`config.mk`:
```
export PLATFORM = sky130hd
export DESIGN_NAME = instr_fetch_sequencer
export DESIGN_NICKNAME = d
export VERILOG_FILES = /design/src/rtl/mpu_pkg.sv /design/src/rtl/frag_buffer.sv /design/src/rtl/instr_fetch_sequencer.sv
export SDC_FILE = /design/constraint.sdc
export NUM_CORES = 1
export LEC_CHECK = 0
export ABC_AREA = 1
export BUFFER_PORTS_ARGS = -buffer_cell sky130_fd_sc_hd__buf_2
export CORE_MARGIN = 2
export CORE_UTILIZATION = 30
export DETAILED_ROUTE_END_ITERATION = 6
export PLACE_DENSITY_LB_ADDON = 0.08
export SLEW_MARGIN = 20
export SYNTH_ARGS = -nofsm -noshare
export SYNTH_HDL_FRONTEND = slang
export SYNTH_SLANG_ARGS = --single-unit
```
`constraint.sdc`:
```
create_clock -name clk -period 1.2 [get_ports clk]
set_input_delay 0.18 -clock clk [delete_from_list [all_inputs] [get_ports clk]]
set_output_delay 0.18 -clock clk [all_outputs]
set_load 0.005 [all_outputs]
```
`src/rtl/mpu_pkg.sv`:
```
// Shared types and constants for the instruction fetch sequencer.
package mpu_pkg;

  typedef enum logic [1:0] {
    S_IDLE    = 2'd0,
    S_COLLECT = 2'd1,
    S_REQUEST = 2'd2,
    S_ISSUE   = 2'd3
  } seq_state_t;

  // Fragment tags (top two bits of a fragment)
  localparam logic [1:0] TAG_LO  = 2'b00;
  localparam logic [1:0] TAG_MID = 2'b01;
  localparam logic [1:0] TAG_HI  = 2'b10;
  localparam logic [1:0] TAG_CMD = 2'b11;

  // Command payloads carried under TAG_CMD
  localparam logic [5:0] CMD_COMMIT = 6'h3F;
  localparam logic [5:0] CMD_CLEAR  = 6'h00;

  // Field placement inside the assembled instruction
  localparam int LO_LSB  = 0;
  localparam int MID_LSB = 6;
  localparam int HI_LSB  = 12;

  // Mask bit positions {H,M,L}
  localparam int MASK_L = 0;
  localparam int MASK_M = 1;
  localparam int MASK_H = 2;

endpackage

```
`src/rtl/frag_buffer.sv`:
```
// Instruction assembly buffer: field writes by tag plus the {H,M,L} mask.
module frag_buffer
  import mpu_pkg::*;
#(
  parameter int DWORD = 16
) (
  input  logic             clk,
  input  logic             reset,
  input  logic             wr_en,
  input  logic [1:0]       tag,
  input  logic [5:0]       payload,
  input  logic             clear,
  output logic [DWORD-1:0] buf_data,
  output logic [2:0]       mask
);

  // Clear has priority; otherwise a field write overwrites its slice (last write wins).
  always_ff @(posedge clk or negedge reset) begin
    if (!reset) begin
      buf_data <= '0;
      mask     <= '0;
    end else if (clear) begin
      buf_data <= '0;
      mask     <= '0;
    end else if (wr_en) begin
      case (tag)
        TAG_LO: begin
          buf_data[LO_LSB +: 6] <= payload;
          mask[MASK_L]          <= 1'b1;
        end
        TAG_MID: begin
          buf_data[MID_LSB +: 6] <= payload;
          mask[MASK_M]           <= 1'b1;
        end
        TAG_HI: begin
          // Only four high bits exist; payload[5:4] is dropped.
          buf_data[HI_LSB +: 4] <= payload[3:0];
          mask[MASK_H]          <= 1'b1;
        end
        default: ;
      endcase
    end
  end

endmodule

```
`src/rtl/instr_fetch_sequencer.sv`:
```
// Collects tagged fragments, requests a context slot and issues 16-bit instructions.
//
// Handshakes: a fragment transfers on a rising edge where frag_valid && frag_ready;
// an instruction transfers on a rising edge where instr_valid && instr_ready.
// Valid holds its payload stable until the transfer; ready never depends on valid.
// The context slot is granted on an edge where context_request && ack.
module instr_fetch_sequencer
  import mpu_pkg::*;
#(
  parameter int WORD        = 8,
  parameter int DWORD       = 16,
  parameter int ACK_TIMEOUT = 15
) (
  input  logic             clk,
  input  logic             reset,
  input  logic             frag_valid,
  output logic             frag_ready,
  input  logic [WORD-1:0]  frag,
  output logic             context_request,
  input  logic             ack,
  output logic             instr_valid,
  input  logic             instr_ready,
  output logic [DWORD-1:0] instruction,
  output logic             timeout_err,
  output logic             busy
);

  localparam int CW = $clog2(ACK_TIMEOUT + 1);

  seq_state_t       state, state_nx;
  logic [CW-1:0]    wait_cnt;
  logic [1:0]       tag;
  logic [5:0]       payload;
  logic             frag_accept;
  logic             field_wr, buf_clear, err_set, load_instr;
  logic [DWORD-1:0] buf_data;
  logic [2:0]       mask;

  assign tag         = frag[WORD-1 -: 2];
  assign payload     = frag[5:0];
  assign frag_accept = frag_valid && frag_ready;

  // Moore outputs decoded from state alone
  assign frag_ready      = (state == S_IDLE) || (state == S_COLLECT);
  assign context_request = (state == S_REQUEST);
  assign instr_valid     = (state == S_ISSUE);
  assign busy            = (state == S_REQUEST) || (state == S_ISSUE);

  frag_buffer #(.DWORD(DWORD)) u_frag_buffer (
    .clk      (clk),
    .reset    (reset),
    .wr_en    (field_wr),
    .tag      (tag),
    .payload  (payload),
    .clear    (buf_clear),
    .buf_data (buf_data),
    .mask     (mask)
  );

  // State register
  always_ff @(posedge clk or negedge reset) begin
    if (!reset) state <= S_IDLE;
    else        state <= state_nx;
  end

  // Next-state and control strobes
  always_comb begin
    state_nx   = state;
    field_wr   = 1'b0;
    buf_clear  = 1'b0;
    err_set    = 1'b0;
    load_instr = 1'b0;
    unique case (state)
      S_IDLE, S_COLLECT: begin
        if (frag_accept) begin
          if (tag != TAG_CMD) begin
            field_wr = 1'b1;
            state_nx = S_COLLECT;
          end else if (payload == CMD_COMMIT) begin
            state_nx = S_REQUEST;
          end else if (payload == CMD_CLEAR) begin
            buf_clear = 1'b1;
            state_nx  = S_IDLE;
          end
        end
      end
      S_REQUEST: begin
        // A grant on the last allowed cycle beats the timeout.
        if (ack) begin
          load_instr = 1'b1;
          state_nx   = S_ISSUE;
        end else if (wait_cnt == CW'(ACK_TIMEOUT - 1)) begin
          err_set   = 1'b1;
          buf_clear = 1'b1;
          state_nx  = S_IDLE;
        end
      end
      S_ISSUE: begin
        if (instr_ready) begin
          buf_clear = 1'b1;
          state_nx  = S_IDLE;
        end
      end
      default: state_nx = S_IDLE;
    endcase
  end

  // Wait counter: runs only while staying in REQUEST, so it never exceeds ACK_TIMEOUT-1
  always_ff @(posedge clk or negedge reset) begin
    if (!reset)                                           wait_cnt <= '0;
    else if (state == S_REQUEST && state_nx == S_REQUEST) wait_cnt <= wait_cnt + CW'(1);
    else                                                  wait_cnt <= '0;
  end

  // Sticky timeout flag, cleared by the next accepted fragment
  always_ff @(posedge clk or negedge reset) begin
    if (!reset)           timeout_err <= 1'b0;
    else if (err_set)     timeout_err <= 1'b1;
    else if (frag_accept) timeout_err <= 1'b0;
  end

  // Output instruction register, captured on the grant and held afterwards
  always_ff @(posedge clk or negedge reset) begin
    if (!reset)          instruction <= '0;
    else if (load_instr) instruction <= buf_data;
  end

endmodule

```
==> results.yml <==
clock_network:
  cts_sinks: 39
  cts_max_level: 2
  clock-root-buffer: "clkbuf_8"
  insertion_delay_ns: 0.29
  cts_made_buffers: 5
  cts.clk_slew.worst_paths_ns: 0.08
  cts_tree: "yes"
  cts_buffer_depth: 2
min_path:
  min_path_type: "primary input to flop"
  min_from: "frag_valid"
  hold_end: "state[0]$_DFF_PN0_"
  worstHoldPathCells: 4
worst_setup_path:
  r2r_setup_slack_ns: -0.19
  r2r-end: "instruction[10]$_DFFE_PN0P_"
  setup.worst_path.class: "flop to flop"
  start_kind: "flop"
  cp.arrival_ns: 1.56
  cp_max_fo: 12
  startpoint: "state[1]$_DFF_PN0_"
  critPathRequiredTime_ns: 1.37
  end_kind: "flop"
  worstReg2RegStart: "state[1]$_DFF_PN0_"
  ff2ff_path_depth: 6
layout:
  layout-drive-gt1-share_pct: 50.0
  num-fill-cells: 574
  seq_area_sq_um: 976
  final_common_cell: "dfrtp_1"
  area_growth_pct: 41.8
  stdcell_count: 321
  mostFrequentLayoutCells: "dfrtp_1 (39), nand4_1 (34), buf_2 (30)"
  antennaDiodeCount: 0
  post-route-util_pct: 44.7
  final_area_sq_um: 2680
  multi_input_area_sq_um: 830
  fin_nets: 260
timing:
  finalHoldViolCount: 0
  setup_viol: 43
  finalMaxSlewViolations: 0
  period_minus_slack_ns: 1.39
  clock.fmax_ghz: 0.720
  fin_skew_ns: 0.0105
  rsz0062_at_grt: "yes"
  slew_headroom_pct: 75.8
  layout_setup_ws_ns: -0.188
  fin_crit_sh_pct: 116
  fin_setup_tns_ns: -5.96
  worst_slew_pin_slew_ns: 0.362
power_and_ir_drop:
  leakage_nw: 1.43
  peakVddDrop_mv: 0.482
  p_total_w: 0.00296
  p_per_area_nw_per_um2: 1110
place:
  place.gp.congestion: 0.766
  dp_cells: 298
  io_buffers: 33
  hpwl_um: 3120
  dpl_cell_area_sq_um: 2300
detailed_routing:
  wire_per_inst_um: 14.8
  antenna_left: 0
  drt_wl_total_um: 4760
  first_pass_iters: 4
  vias_per_cell: 4.88
  drt_iter0_markers: 66
  num_vias: 1566
  drc: 0
outcome:
  status: "finished with violations"
  violations: "negative setup slack"
yosys:
  synth-seq-cells: 39
  synth.area.top_cells: "dfrtp_1 (52%), nand4_1 (11%), mux2_4 (8.0%)"
  synth-seq-area-share_pct: 51.7
  syn_area_sq_um: 1890
  synth_nets: 186
  yosysUniqueCellTypes: 28
  synth_area_per_cell_sq_um: 11.0
  ys_warn_count: 0
  synth_top_area_share_pct: 51.7
  synth_cells: 171
  post-synth-top-area-cell: "dfrtp_1"
global_routing:
  grtUsageTotal_pct: 14.1
  grt_overflow: 0
  grt_start_max_net_pins: 40
  grt_first_pass_wirelength_um: 7780
  grt_pass1_vias: 1547
  grt_antenna_before_repair: 0
die:
  dieArea_sq_um: 6940
  die_h_um: 83.3
  coreArea_sq_um: 5990
  die_w_um: 83.3
  start_util_pct: 31.5
  io_pins: 34
  rows: 28
flow_run:
  maxCapViolations: 0
[worst max-delay path by stage]
stage | endpoint | slack, ns | cells after the start
global route | u_frag_buffer.buf_data[9]$_DFFE_PN0P_ | -0.26 | 9
detailed placement | u_frag_buffer.buf_data[14]$_DFFE_PN0P_ | -0.48 | 7
finish | instruction[10]$_DFFE_PN0P_ | -0.19 | 6
global placement | u_frag_buffer.buf_data[12]$_DFFE_PN0P_ | -0.44 | 7
floorplan | instruction[0]$_DFFE_PN0P_ | -0.05 | 6
CTS | instruction[10]$_DFFE_PN0P_ | -0.19 | 6
[stage by stage]
step	hold WS (ns)	worst slack (ns)
floorplan	-0.116	-0.0545
global placement	0.166	-0.441
detailed placement	0.172	-0.476
CTS	0.228	-0.190
global route	0.252	-0.257
finish	0.235	-0.188
[per-layer routing]
metal / vias to the layer above / wire, um / track usage, % / part of all wire [%]
met4: 0 / 29 / 4.17 / 0.61
met5: - / 0 / 0 / 0
met2: 29 / 2400 / 24.0 / 50
met3: 4 / 170 / 3.58 / 3.6
li1: 750 / - / - / -
met1: 783 / 2160 / 17.8 / 45
[registers in the layout, indices dropped and copies added, names as in the netlist]
| signal | cells |
|---|---|
| timeout_err | 1 |
| u_frag_buffer.buf_data | 16 |
| instruction | 16 |
| wait_cnt | 4 |
| state | 2 |
[logic make-up after synthesis]
logic type      share of synthesized area, %
simple gates                            25.1
flops                                   51.7
buf+inv                                 7.36
mux                                     11.5
compound gates                          2.06
xor+xnor                               0.929
fa+ha+maj                               1.33
[worst max-delay path, cell delays in order (launching register included)]
cell and delay, ns:
dfrtp_1 0.42, buf_6 0.15, inv_8 0.06, nor2_4 0.04, nand2_4 0.10, buf_12 0.15, mux2_2 0.34
[synthesized netlist by cell type]
cell type and n:
inv_2 3, mux2_2 6, a21oi_1 1, nand3_2 1, nand4_1 34, nand2_4 1, nand2_2 2, xnor2_1 1
dfrtp_1 39, xor2_1 1, a21oi_4 1, buf_6 3, nor3_4 2, ha_1 2, o21ai_0 2, dlygate4sd1_1 1
or2_2 1, nand3_1 2, buf_12 1, inv_1 7, nor2_2 2, nor2_1 13, buf_4 4, nand2_1 28
nor2_4 1, o21a_1 1, mux2_4 10, inv_6 1
[report_power, final]
group	leakage (nW)	switching, W	internal (W)	total [W]
sequential	0.516	0.0000883	0.00146	0.00154
combinational	0.864	0.000254	0.000294	0.000548
clock	0.0477	0.000472	0.000398	0.000870
total	1.43	0.000815	0.00215	0.00296
[cell type report]
cell class,instances,area share (%)
clock buffers,5,2.57
well taps,75,3.51
repair buffers,75,24.1
inverters,11,1.82
multi-input cells,113,31.0
clock inverters,3,0.561
flip-flops and latches,39,36.5
[repair_timing]
action	CTS	global route
hold endpoints to repair	39	0
setup endpoints to repair	42	43
hold buffers	1	0
setup buffers	9	1
cloned	2	2
pin swaps	9	14
gates resized for setup	20	9
(Power assumes the default switching activity.)
